--- src/rtl/ldst_pkg.sv ---
// ldst_pkg: shared types and constants for the load/store unit.
//   state_e         : FSM state encoding (IDLE, REQ, DONE)
//   size_e          : access size encoding on the 'size' port (0 = word, 1 = byte)
//   LDST_TIMEOUT_DEF: default bus-wait limit used when LDST_TIMEOUT_EN is defined
package ldst_pkg;

    typedef enum logic [1:0] {
        ST_IDLE = 2'd0,
        ST_REQ  = 2'd1,
        ST_DONE = 2'd2
    } state_e;

    typedef enum logic {
        SIZE_WORD = 1'b0,
        SIZE_BYTE = 1'b1
    } size_e;

    localparam int unsigned LDST_TIMEOUT_DEF = 16;

endpackage : ldst_pkg

--- src/rtl/ldst_align.sv ---
// ldst_align: purely combinational lane handling for the load/store unit.
//   is_load   in  1   1 = load, 0 = store
//   size      in  1   access size (size_e)
//   addr_lo   in  2   byte offset within the word
//   wdata     in  32  raw store data
//   mem_rdata in  32  raw bus read data
//   st_data   out 32  lane-steered store data
//   be        out 4   byte enables
//   ld_data   out 32  extracted, zero-extended load data (little-endian)
module ldst_align
    import ldst_pkg::*;
(
    input  logic        is_load,
    input  size_e       size,
    input  logic [1:0]  addr_lo,
    input  logic [31:0] wdata,
    input  logic [31:0] mem_rdata,
    output logic [31:0] st_data,
    output logic [3:0]  be,
    output logic [31:0] ld_data
);

    logic [7:0] rd_byte;

    always_comb begin
        st_data = wdata;
        be      = 4'b1111;
        if (!is_load && size == SIZE_BYTE) begin
            st_data = {4{wdata[7:0]}};
            be      = 4'b0001 << addr_lo;
        end
    end

    always_comb begin
        rd_byte = mem_rdata[7:0];
        case (addr_lo)
            2'd0: rd_byte = mem_rdata[7:0];
            2'd1: rd_byte = mem_rdata[15:8];
            2'd2: rd_byte = mem_rdata[23:16];
            2'd3: rd_byte = mem_rdata[31:24];
            default: rd_byte = mem_rdata[7:0];
        endcase
    end

    always_comb begin
        ld_data = mem_rdata;
        if (size == SIZE_BYTE) begin
            ld_data = {24'b0, rd_byte};
        end
    end

endmodule : ldst_align

--- src/rtl/ldst_unit.sv ---
// ldst_unit: single-outstanding load/store sequencer between the datapath
// controller and a req/ack memory bus.
//   clk, rst (async, active-high)
//   start, is_load, size, addr, wdata       : request from datapath
//   mem_req, mem_we, mem_addr, mem_wdata,
//   mem_be, mem_ack, mem_rdata              : memory bus
//   busy, done, rdata, align_err, bus_err   : status / result
// Optional feature: define LDST_TIMEOUT_EN to abort a bus cycle that waits
// TIMEOUT_CYCLES cycles without mem_ack (bus_err=1). Without it REQ waits
// indefinitely and bus_err is tied low.
module ldst_unit
    import ldst_pkg::*;
#(
    parameter int unsigned TIMEOUT_CYCLES = LDST_TIMEOUT_DEF
) (
    input  logic        clk,
    input  logic        rst,
    input  logic        start,
    input  logic        is_load,
    input  logic        size,
    input  logic [31:0] addr,
    input  logic [31:0] wdata,
    output logic        mem_req,
    output logic        mem_we,
    output logic [31:0] mem_addr,
    output logic [31:0] mem_wdata,
    output logic [3:0]  mem_be,
    input  logic        mem_ack,
    input  logic [31:0] mem_rdata,
    output logic        busy,
    output logic        done,
    output logic [31:0] rdata,
    output logic        align_err,
    output logic        bus_err
);

    if (TIMEOUT_CYCLES < 1) begin : g_bad_timeout
        $error("ldst_unit: TIMEOUT_CYCLES must be at least 1");
    end

    state_e      state_q, state_d;
    logic        ld_q;
    size_e       size_q;
    logic [31:0] addr_q;
    logic [31:0] wdata_q;
    logic [31:0] rdata_q;
    logic        align_err_q;
    logic        bus_err_q;
    logic        misaligned;
    logic        timeout;

    logic [31:0] st_data;
    logic [3:0]  be;
    logic [31:0] ld_data;

    ldst_align u_align (
        .is_load   (ld_q),
        .size      (size_q),
        .addr_lo   (addr_q[1:0]),
        .wdata     (wdata_q),
        .mem_rdata (mem_rdata),
        .st_data   (st_data),
        .be        (be),
        .ld_data   (ld_data)
    );

    assign misaligned = (size_e'(size) == SIZE_WORD) && (addr[1:0] != 2'b00);

`ifdef LDST_TIMEOUT_EN
    localparam int unsigned CNT_W = (TIMEOUT_CYCLES > 1) ? $clog2(TIMEOUT_CYCLES) : 1;
    logic [CNT_W-1:0] cnt_q;

    assign timeout = (cnt_q == CNT_W'(TIMEOUT_CYCLES - 1));

    always_ff @(posedge clk or posedge rst) begin
        if (rst) begin
            cnt_q <= '0;
        end else if (state_q == ST_IDLE) begin
            cnt_q <= '0;
        end else if (state_q == ST_REQ && !mem_ack && !timeout) begin
            cnt_q <= cnt_q + CNT_W'(1);
        end
    end
`else
    assign timeout = 1'b0;
`endif

    always_comb begin
        state_d = state_q;
        case (state_q)
            ST_IDLE: begin
                if (start) begin
                    state_d = misaligned ? ST_DONE : ST_REQ;
                end
            end
            ST_REQ: begin
                // ack takes priority over a coincident timeout
                if (mem_ack || timeout) begin
                    state_d = ST_DONE;
                end
            end
            ST_DONE: state_d = ST_IDLE;
            default: state_d = ST_IDLE;
        endcase
    end

    always_ff @(posedge clk or posedge rst) begin
        if (rst) begin
            state_q     <= ST_IDLE;
            ld_q        <= 1'b0;
            size_q      <= SIZE_WORD;
            addr_q      <= '0;
            wdata_q     <= '0;
            rdata_q     <= '0;
            align_err_q <= 1'b0;
            bus_err_q   <= 1'b0;
        end else begin
            state_q <= state_d;
            case (state_q)
                ST_IDLE: begin
                    if (start) begin
                        ld_q        <= is_load;
                        size_q      <= size_e'(size);
                        addr_q      <= addr;
                        wdata_q     <= wdata;
                        align_err_q <= misaligned;
                        bus_err_q   <= 1'b0;
                    end
                end
                ST_REQ: begin
                    if (mem_ack) begin
                        if (ld_q) begin
                            rdata_q <= ld_data;
                        end
                    end else if (timeout) begin
                        bus_err_q <= 1'b1;
                    end
                end
                default: ;
            endcase
        end
    end

    // Data and byte enables are only presented during the bus cycle so that
    // the bus sees zeros while idle, matching the reset values.
    assign mem_req   = (state_q == ST_REQ);
    assign mem_we    = (state_q == ST_REQ) && !ld_q;
    assign mem_addr  = {addr_q[31:2], 2'b00};
    assign mem_wdata = (state_q == ST_REQ) ? st_data : '0;
    assign mem_be    = (state_q == ST_REQ) ? be : '0;
    assign busy      = (state_q != ST_IDLE);
    assign done      = (state_q == ST_DONE);
    assign rdata     = rdata_q;
    assign align_err = (state_q == ST_DONE) && align_err_q;
    assign bus_err   = (state_q == ST_DONE) && bus_err_q;

endmodule : ldst_unit
--- config.mk ---
export PLATFORM = sky130hd
export DESIGN_NAME = ldst_unit
export DESIGN_NICKNAME = d
export VERILOG_FILES = /design/src/rtl/ldst_pkg.sv /design/src/rtl/ldst_align.sv /design/src/rtl/ldst_unit.sv
export SDC_FILE = /design/constraint.sdc
export NUM_CORES = 1
export LEC_CHECK = 0
export CAP_MARGIN = 20
export CORE_ASPECT_RATIO = 0.7
export CORE_MARGIN = 5
export CORE_UTILIZATION = 47
export DETAILED_ROUTE_END_ITERATION = 10
export HOLD_SLACK_MARGIN = 0.1
export PLACE_DENSITY = 0.93
export SLEW_MARGIN = 0
export SYNTH_ARGS = -nofsm -noshare
export SYNTH_HDL_FRONTEND = slang
export SYNTH_HIERARCHICAL = 1
export SYNTH_SLANG_ARGS = --single-unit
--- constraint.sdc ---
create_clock -name clk -period 4.35 [get_ports clk]
set_input_delay 0.435 -clock clk [delete_from_list [all_inputs] [get_ports clk]]
set_output_delay 0.435 -clock clk [all_outputs]
set_load 0.005 [all_outputs]
==> flow_summary.toml, run 1 <==
[pwr]
vdd_ir_drop_max_mv = 0.330
static-leakage-power_nw = 3.20
cellPowerDensity_nw_per_um2 = 569

[placement]
weighted_congestion_reported_at_the_end_of_routability_driven_placement = 0.871
io_buffer_count = 204
detailed_place.area_um2 = 6880
dp.final_hpwl_mm = 10.7
placedCellCount = 719
place_worst_setup_slack_ns = 1.86

[grt]
grt_start_max_net_pins = 69
grtUsageTotal = 0.208
number_of_antenna_violations_at_the_first_check_in_global_routing = 0
via_count_of_the_first_global_routing_pass = 4063
grt_overflow = 0
grt_pass1_wl_mm = 21.6

[critical_path]
critical_path_arrival_ns = 2.42
slowest_stage = "sky130_fd_sc_hd__nand2b_1"
critPathMaxFanout = 24
critPathKind = "flip-flop to output port"
nature_of_the_critical_path_endpoint = "output port"
path_buf_inv = 1
critical_path.top_delay_family = "simple AND/OR/NAND/NOR gates"
worstPathRequired_ns = 3.91
crit_top_cell = "sky130_fd_sc_hd__nand2_1"
path_cells = "nand2b_1 -> nand2_1 -> nand2_1 -> and2_1 -> clkdlybuf4s50_1"
cp_slowest_stage_delay_ns = 0.74
critPathLaunchType = "flip-flop"

[floorplanning]
dieArea_um2 = 13000
die_height_um = 97.1
ios = 208
chipWidth_um = 134
core-area_um2 = 10500
fp-row-count = 31
initial_core_util = 0.486

[drt]
via_count = 3711
wl_mm = 13.6
first_pass_iteration_count_of_the_detailed_router = 4
vias_per_cell = 5.05
detailedRoute.firstIterationViolations = 178
wl_per_cell_um = 18.5
drt_drc_violations_left = 0
drt.antenna.violating_nets = 0

[synthesis]
postSynth.asyncResetShare = 1.00
yosysWarningCount = 6
synth_cell_type_count = 28
dominantRegCellSynth = "sky130_fd_sc_hd__dfrtp_1"
instance_count_of_the_mapped_netlist = 441
synth_edf_count = 0
ys_seq_elements = 101
summed_instance_area_of_the_synthesized_netlist_um2 = 5090
syn-mean-instance-area_um2 = 11.5
ys_seq_area_frac = 0.497

[sta]
fin_hold_ws_ns = 0.430
period_minus_slack_ns = 2.85
rsz0062_at_grt = "false"
finClkSkew_ns = 0.00493
hold_violations = 0
totalNegativeSetupSlack_ns = 0
maxSlewViolCount = 0
finalSetupViolCount = 0
finalWorstSetupSlack_ns = 1.50
fmax_mhz = 350
tightestPinTransition_ns = 0.924
max-slew-margin-rel = 0.384
share_of_the_cycle_needed_by_the_critical_path_after_routing = 0.656

[cts]
h-tree-depth = 3
cts_resized = 0
clock_root_buffer = "sky130_fd_sc_hd__clkbuf_16"
clk_pin_slew_ns = 0.07
cts_hold_buf = 0
clock_path_buffers = 2
insertion_delay_ns = 0.33
postCtsSetupRepairBufs = 0
cts_inserted_buffers = 9
count_of_clock_tree_sinks = 101
clock_tree_from_tritoncts = "done"

[cells_and_area]
number_of_inserted_diodes = 0
multiInputGateArea_um2 = 2090
fin_nets = 700
seq_area_um2 = 2530
area_growth_pct = 42.1
final_cell_area_um2 = 7230
final.fill_count = 749
post_route_cells_drive_above_1_share = 0.172
post_layout_nonfiller_instances = 735

[hold_path]
holdCritPathClass = "input pin to async pin"

[job]
cap_violations = 0

[run_status]
status = "finished, final reports clean"
-- layout make-up --
type	instances	share of cell area
clock inverter	5	0.0147
inverter	5	0.00294
timing repair buffer	209	0.288
clock buffer	11	0.0336
multi-input combinational	272	0.289
sequential	101	0.349
tap	132	0.0228
-- per-layer routing --
| metal | track usage | part of all wire |
|---|---|---|
| met5 | 0 | 0 |
| met4 | 0.0720 | 0.025 |
| met3 | 0.0719 | 0.089 |
| met2 | 0.349 | 0.49 |
| met1 | 0.249 | 0.40 |
-- worst paths after layout --
path / startpoint / end / slack [ns] / depth (start not counted)
worst max register to register: state_q[1]$_DFFE_PP0P_ / addr_q[20]$_DFFE_PP0P_ / 2.45 / 3
worst min-delay path: rst / addr_q[6]$_DFFE_PP0P_ / 0.43 / 2
min in group clk: wdata_q[13]$_DFFE_PP0P_ / wdata_q[13]$_DFFE_PP0P_ / 0.49 / 1
worst min register to register: wdata_q[13]$_DFFE_PP0P_ / wdata_q[13]$_DFFE_PP0P_ / 0.49 / 1
worst max-delay path: ld_q$_DFFE_PP0P_ / mem_wdata[26] / 1.50 / 5
max in group asynchronous: rst / wdata_q[2]$_DFFE_PP0P_ / 3.07 / 3
-- placed cells by master (no fill, tap or decap), types with 9 or more instances in the layout --
cell type                         synthesis  final
sky130_fd_sc_hd__mux2i_1                  9      9
sky130_fd_sc_hd__and2_1                  37     37
sky130_fd_sc_hd__mux2_1                  20     20
sky130_fd_sc_hd__nor2b_1                 17     17
sky130_fd_sc_hd__mux2_2                  78     78
sky130_fd_sc_hd__clkbuf_16                0      9
sky130_fd_sc_hd__clkdlybuf4s50_1          0    204
sky130_fd_sc_hd__nand2_1                 70     70
sky130_fd_sc_hd__dfrtp_1                101    101
-- cell families (layout without fill, tap and decap cells) --
family	after synthesis	after routing	synth area share
AND/OR/NAND/NOR	141	141	0.143
multiplexers	107	107	0.235
flip-flops	101	101	0.497
buffers and inverters	70	230	0.0954
AO/OA/AOI/OAI	21	21	0.0293
other	1	3	0.000737
-- synthesized netlist by cell type (3+ instances only) --
library cell               number  area share
sky130_fd_sc_hd__a21o_1         8       0.012
sky130_fd_sc_hd__and2_1        37       0.045
sky130_fd_sc_hd__and2b_1        8       0.012
sky130_fd_sc_hd__buf_2         10      0.0098
sky130_fd_sc_hd__buf_4         44       0.065
sky130_fd_sc_hd__buf_6          6       0.013
sky130_fd_sc_hd__clkbuf_1       5      0.0037
sky130_fd_sc_hd__dfrtp_1      101        0.50
sky130_fd_sc_hd__inv_1          5      0.0037
sky130_fd_sc_hd__mux2_1        20       0.044
sky130_fd_sc_hd__mux2_2        78        0.17
sky130_fd_sc_hd__mux2i_1        9       0.018
sky130_fd_sc_hd__nand2_1       70       0.052
sky130_fd_sc_hd__nand2b_1       3      0.0037
sky130_fd_sc_hd__nor2b_1       17       0.021
sky130_fd_sc_hd__o22ai_1        8      0.0098
-- power breakdown --
group          switching, mW  internal (mW)
clock                  0.335          0.580
sequential             0.220           1.29
combinational          0.646           1.04
total                   1.20           2.91
-- stage by stage --
| step | power (mW) | util |
|---|---|---|
| 2_1_floorplan | 2.48 | - |
| 5_1_grt | 4.36 | 0.691 |
| 4_1_cts | 4.16 | 0.691 |
| 6_report | 4.11 | 0.691 |
| 3_5_place_dp | 3.23 | 0.657 |
| 3_3_place_gp | 3.14 | 0.657 |
-- registers in the layout (all words and copies together), names as in the netlist --
register	count
addr_q	32
rdata	32
wdata_q	32
size_q	1
state_q	2
align_err_q	1
ld_q	1
No activity file was read; power rests on OpenSTA's default activity.
==> run 2: changes to the inputs <==
--- a/config.mk
+++ b/config.mk
@@ -8,10 +8,10 @@
 export CAP_MARGIN = 20
 export CORE_ASPECT_RATIO = 0.7
 export CORE_MARGIN = 5
-export CORE_UTILIZATION = 47
+export CORE_UTILIZATION = 39
 export DETAILED_ROUTE_END_ITERATION = 10
 export HOLD_SLACK_MARGIN = 0.1
-export PLACE_DENSITY = 0.93
+export PLACE_DENSITY = 0.84
 export SLEW_MARGIN = 0
 export SYNTH_ARGS = -nofsm -noshare
 export SYNTH_HDL_FRONTEND = slang
==> constraint.sdc (replaced) <==
create_clock -name clk -period 2.5 [get_ports clk]
set_input_delay 0.25 -clock clk [delete_from_list [all_inputs] [get_ports clk]]
set_output_delay 0.25 -clock clk [all_outputs]
set_load 0.005 [all_outputs]
==> run 2 against run 1 <==
  * Clock skew rose by 0.0030 ns
  * Count of clock-buffer cells in the layout shrank 2
  * Sequential share of layout area down 0.14 points
  * Final area increased by 0.42%
  * Via count fell by 0.40%
  * Worst hold slack got worse by 0.089 ns
  * Power is 68% higher
  * Die area rose by 19%
  * First-iteration DRC count is 29% lower
==> flow_summary.toml, run 2 (same netlist as run 1, synthesis figures left out) <==
[run_status]
status = "finished, final reports clean"

[critical_path]
critical_path_arrival_ns = 2.03
path_cells = "nand2b_1 -> inv_1 -> buf_6 -> and2_1 -> clkdlybuf4s50_1"
worstPathRequired_ns = 2.25
crit_end = "mem_be[0]"
rr_startpoint = "addr_q[0]$_DFFE_PP0P_"
logic_depth_of_the_worst_path_buffers_included = 5
critical_path.top_delay_family = "buffers and inverters"
slowest_stage = "sky130_fd_sc_hd__clkdlybuf4s50_1"
timing.critical_path.from = "state_q[1]$_DFFE_PP0P_"
reg2regPathDepth = 5
cp_slowest_stage_delay_ns = 0.52
nature_of_the_critical_path_endpoint = "output port"
critPathKind = "flip-flop to output port"
path_buf_inv = 3
critPathLaunchType = "flip-flop"
critPathMaxFanout = 37
reg_to_reg_slack_setup_ns = 0.79
worst_r2r_endpoint = "rdata[3]$_DFFE_PP0P_"

[sta]
finalSetupViolCount = 0
totalNegativeSetupSlack_ns = 0
fmax_mhz = 439
period_minus_slack_ns = 2.28
maxSlewViolCount = 0
rsz0062_at_grt = "false"
finClkSkew_ns = 0.00791
hold_violations = 0
share_of_the_cycle_needed_by_the_critical_path_after_routing = 0.910

[cells_and_area]
most-common-layout-cells = "sky130_fd_sc_hd__clkdlybuf4s50_1, sky130_fd_sc_hd__dfrtp_1, sky130_fd_sc_hd__mux2_2"
final.fill_count = 1023
multiInputGateArea_um2 = 2090
post_route_cells_drive_above_1_share = 0.180
final_cell_area_um2 = 7260
number_of_inserted_diodes = 0
area_growth_pct = 42.7
layout.cells.most_common = "sky130_fd_sc_hd__clkdlybuf4s50_1"
post_layout_nonfiller_instances = 769
fin_nets = 704
seq_area_um2 = 2530
final_core_util = 0.577

[grt]
grtUsageTotal = 0.176
grt_start_max_net_pins = 69
grt_overflow = 0
number_of_antenna_violations_at_the_first_check_in_global_routing = 2
via_count_of_the_first_global_routing_pass = 4002
grt_pass1_wl_mm = 21.9

[pwr]
cellPowerDensity_nw_per_um2 = 952
vdd_ir_drop_max_mv = 0.386
pwr-share-clk = 0.190
pwr-share-seq = 0.378
combinational_group_share_of_total_power = 0.432
power.share.switching = 0.308
report.power.total_mw = 6.91
internal_power_mw = 4.78
static-leakage-power_nw = 3.19
p_sw_mw = 2.13

[cts]
clock_tree_from_tritoncts = "done"
insertion_delay_ns = 0.34
cts_hold_buf = 0
clk_pin_slew_ns = 0.07
clock_path_buffers = 2
clock_root_buffer = "sky130_fd_sc_hd__clkbuf_16"
count_of_clock_tree_sinks = 101
h-tree-depth = 3
cts_inserted_buffers = 9

[drt]
drt_drc_violations_left = 0
detailedRoute.firstIterationViolations = 126
wl_mm = 13.7
via_count = 3696
drt.antenna.violating_nets = 0
first_pass_iteration_count_of_the_detailed_router = 4
wl_per_cell_um = 17.8
vias_per_cell = 4.81

[placement]
detailed_place.area_um2 = 6980
io_buffer_count = 204
placedCellCount = 753
weighted_congestion_reported_at_the_end_of_routability_driven_placement = 0.870
dp.final_hpwl_mm = 10.6

[floorplanning]
dieArea_um2 = 15500
die_height_um = 106
fp-row-count = 34
initial_core_util = 0.404
ios = 208
core-area_um2 = 12600
chipWidth_um = 147

[hold_path]
holdCritPathClass = "input pin to async pin"

[job]
cap_violations = 0
## run 2: changes by cell type in the layout (fill, tap and decap cells not counted)
cell and change:
sky130_fd_sc_hd__clkbuf_1 -1, sky130_fd_sc_hd__inv_8 +1, sky130_fd_sc_hd__clkbuf_8 -1, sky130_fd_sc_hd__inv_4 -1
sky130_fd_sc_hd__bufinv_16 -3, sky130_fd_sc_hd__buf_12 +2, sky130_fd_sc_hd__clkinv_2 +1, sky130_fd_sc_hd__inv_6 +1
sky130_fd_sc_hd__clkinvlp_4 +3, sky130_fd_sc_hd__buf_4 +1, sky130_fd_sc_hd__buf_6 +1
## run 2: through the flow
| stage | worst slack (ns) | hold WS (ns) |
|---|---|---|
| detailed placement | 0.521 | 0.476 |
| global placement | 0.562 | 0.469 |
| global route | 0.0681 | 0.359 |
| finish | 0.224 | 0.340 |
| floorplan | 1.05 | 0.385 |
| CTS | 0.134 | 0.366 |
## run 2: power by group through the flow
stage	Combinational, mW	Sequential [mW]	Clock [mW]
after global placement	2.95	2.60	0
after detailed placement	3.01	2.64	0
after global routing	3.24	2.69	1.43
after CTS	3.03	2.61	1.37
after floorplan	1.77	2.54	0
final	2.99	2.61	1.32
## run 2: how the worst min path moves through the flow
stage / from / depth (start not counted) / endpoint
global route: rst / 3 / rdata[10]$_DFFE_PP0P_
global placement: wdata_q[24]$_DFFE_PP0P_ / 1 / wdata_q[24]$_DFFE_PP0P_
floorplan: wdata[10] / 1 / wdata_q[10]$_DFFE_PP0P_
CTS: rst / 3 / rdata[10]$_DFFE_PP0P_
finish: rst / 3 / rdata[2]$_DFFE_PP0P_
detailed placement: wdata_q[24]$_DFFE_PP0P_ / 1 / wdata_q[24]$_DFFE_PP0P_
## run 2: layout make-up
type	count	share of cell area
flip-flops and latches	101	0.348
clock inverters	7	0.00775
repair buffers	213	0.294
multi-input cells	272	0.288
inverters	5	0.00310
well taps	162	0.0279
clock buffers	9	0.0310
## run 2: worst reg2reg max path: stages (launching register included)
cell,delay [ns]
sky130_fd_sc_hd__dfrtp_1,0.52
sky130_fd_sc_hd__buf_4,0.24
sky130_fd_sc_hd__mux2i_1,0.29
sky130_fd_sc_hd__o22ai_1,0.13
sky130_fd_sc_hd__a21o_1,0.17
sky130_fd_sc_hd__mux2_2,0.25
## run 2: timing repair
item | in CTS | in global routing
gates resized for setup | 0 | 1
endpoints found under the setup margin | 0 | 1
setup buffers | 0 | 0
## run 2: routing by layer
| metal | track usage | wire (um) | share of wire | vias to the layer above |
|---|---|---|---|---|
| met5 | 0 | 27 | 0.0020 | - |
| met1 | 0.233 | 6000 | 0.44 | 1797 |
| met3 | 0.0721 | 1180 | 0.086 | 18 |
| met2 | 0.271 | 6270 | 0.46 | 140 |
| li1 | - | - | - | 1737 |
| met4 | 0.0450 | 196 | 0.014 | 4 |
==> run 3: changes to the inputs <==
--- a/config.mk
+++ b/config.mk
@@ -7,12 +7,12 @@
 export LEC_CHECK = 0
 export CAP_MARGIN = 20
 export CORE_ASPECT_RATIO = 0.7
-export CORE_MARGIN = 5
+export CORE_MARGIN = 2
 export CORE_UTILIZATION = 39
 export DETAILED_ROUTE_END_ITERATION = 10
 export HOLD_SLACK_MARGIN = 0.1
 export PLACE_DENSITY = 0.84
-export SLEW_MARGIN = 0
+export SLEW_MARGIN = 20
 export SYNTH_ARGS = -nofsm -noshare
 export SYNTH_HDL_FRONTEND = slang
 export SYNTH_HIERARCHICAL = 1
==> run 3 against run 2 <==
  * Count of clock-buffer cells in the layout is 1 higher
  * Register-to-register slack better by 0.05 ns
  * Via count stayed put
  * Die area is 9.5% lower
  * Clock power is 8% higher
  * Worst hold slack better by 0.049 ns
  * Final area is 0.16% higher
  * Global-route usage is 1.4 points higher
  * Sequential power is 2% higher
  * Critical path depth stayed put
  * Cell count is 0.13% lower
  * Fmax is 3.5% lower
  * Largest power group unchanged
==> flow_summary.toml, run 3 (same netlist as run 1, synthesis figures left out) <==
[drt]
wl_per_cell_um = 17.1
via_count = 3696
drt.antenna.violating_nets = 0
wl_mm = 13.1
vias_per_cell = 4.81
detailedRoute.firstIterationViolations = 113
first_pass_iteration_count_of_the_detailed_router = 4
drt_drc_violations_left = 0

[sta]
share_of_the_cycle_needed_by_the_critical_path_after_routing = 0.943
finalWorstSetupSlack_ns = 0.143
hold_violations = 0
finalSetupViolCount = 0
fmax_mhz = 424
tightestPinTransition_ns = 0.547
period_minus_slack_ns = 2.36
totalNegativeSetupSlack_ns = 0
maxSlewViolCount = 0
rsz0062_at_grt = "false"
max-slew-margin-rel = 0.635
fin_hold_ws_ns = 0.390
finClkSkew_ns = 0.00902

[pwr]
combinational_group_share_of_total_power = 0.417
internal_power_mw = 4.89
cellPowerDensity_nw_per_um2 = 962
pwr-share-clk = 0.205
power.share.switching = 0.301
static-leakage-power_nw = 3.19
vdd_ir_drop_max_mv = 0.403
p_sw_mw = 2.11
pwr-share-seq = 0.378

[run_status]
status = "finished, final reports clean"

[floorplanning]
fp-row-count = 34
initial_core_util = 0.404
core-area_um2 = 12600
dieArea_um2 = 14000
die_height_um = 99.6
ios = 208
chipWidth_um = 141

[grt]
number_of_antenna_violations_at_the_first_check_in_global_routing = 2
grtUsageTotal = 0.191
grt_start_max_net_pins = 102
grt_pass1_wl_mm = 20.8
via_count_of_the_first_global_routing_pass = 3867
grt_overflow = 0

[critical_path]
critPathKind = "flip-flop to output port"
critPathLaunchType = "flip-flop"
critical_path_arrival_ns = 2.11
critical_path.top_delay_family = "buffers and inverters"
slowest_stage = "sky130_fd_sc_hd__clkdlybuf4s50_1"
nature_of_the_critical_path_endpoint = "output port"
cp_slowest_stage_delay_ns = 0.52
path_cells = "nand2b_1 -> inv_1 -> buf_4 -> and2_1 -> clkdlybuf4s50_1"
path_buf_inv = 3
critPathMaxFanout = 37
worstPathRequired_ns = 2.25

[cells_and_area]
area_growth_pct = 42.9
post_route_cells_drive_above_1_share = 0.179
post_layout_nonfiller_instances = 768
layout.cells.most_common = "sky130_fd_sc_hd__clkdlybuf4s50_1"
most-common-layout-cells = "sky130_fd_sc_hd__clkdlybuf4s50_1, sky130_fd_sc_hd__dfrtp_1, sky130_fd_sc_hd__mux2_2"
fin_nets = 702

[cts]
h-tree-depth = 3
cts_inserted_buffers = 9
postCtsSetupRepairBufs = 0
clk_pin_slew_ns = 0.07
cts_hold_buf = 0
count_of_clock_tree_sinks = 101
clock_tree_from_tritoncts = "done"
clock_root_buffer = "sky130_fd_sc_hd__clkbuf_16"
cts_resized = 0
insertion_delay_ns = 0.34
clock_path_buffers = 2

[hold_path]
holdCritPathClass = "input pin to async pin"

[placement]
placedCellCount = 751
dp.final_hpwl_mm = 9.77
place_worst_setup_slack_ns = 0.494
io_buffer_count = 204
weighted_congestion_reported_at_the_end_of_routability_driven_placement = 0.842

[job]
cap_violations = 0
## run 3: final timing paths
kind | from | end | slack, ns | cells past startpoint
hold / removal | rst | addr_q[4]$_DFFE_PP0P_ | 0.39 | 3
min in group clk | wdata_q[23]$_DFFE_PP0P_ | wdata_q[23]$_DFFE_PP0P_ | 0.49 | 1
setup / recovery | state_q[1]$_DFFE_PP0P_ | mem_wdata[10] | 0.14 | 5
setup reg to reg | addr_q[0]$_DFFE_PP0P_ | rdata[6]$_DFFE_PP0P_ | 0.84 | 4
max in group asynchronous | rst | addr_q[0]$_DFFE_PP0P_ | 1.64 | 3
hold reg to reg | wdata_q[23]$_DFFE_PP0P_ | wdata_q[23]$_DFFE_PP0P_ | 0.49 | 1
## run 3: final cells by class
class | count | area, um^2
well taps | 162 | 203
clock buffers | 10 | 239
clock inverters | 6 | 68.8
fillers | 1040 | 5320
multi-input cells | 272 | 2090
flip-flops and latches | 101 | 2530
inverters | 5 | 22.5
repair buffers | 211 | 2120
diodes | 1 | 2.50
## run 3: tightest hold or removal path, delay by kind of cell
kind | cells | cell delay (ns)
buffers and inverters | 3 | 0.93
## run 3: stage by stage
stage	power, mW	util	area (um^2)
final	7.00	0.578	7270
after global routing	7.44	0.577	7270
after CTS	7.08	0.577	7270
after detailed placement	5.60	0.553	6960
after global placement	5.51	0.553	6960
after floorplan	4.31	-	5100
## run 3: power by group through the flow
stage / combinational (mW) / clock [mW] / sequential [mW]
2_1_floorplan: 1.77 / 0 / 2.54
3_3_place_gp: 2.87 / 0 / 2.63
3_5_place_dp: 2.93 / 0 / 2.67
4_1_cts: 2.95 / 1.49 / 2.64
5_1_grt: 3.16 / 1.55 / 2.73
6_report: 2.92 / 1.43 / 2.65
## run 3: layer usage
metal  wire, um  GRT usage  vias up
met3       1210     0.0761        9
li1           -          -     1732
met4        106     0.0438        2
met1       5620      0.249     1803
met2       6170      0.302      150
met5         13          0        -
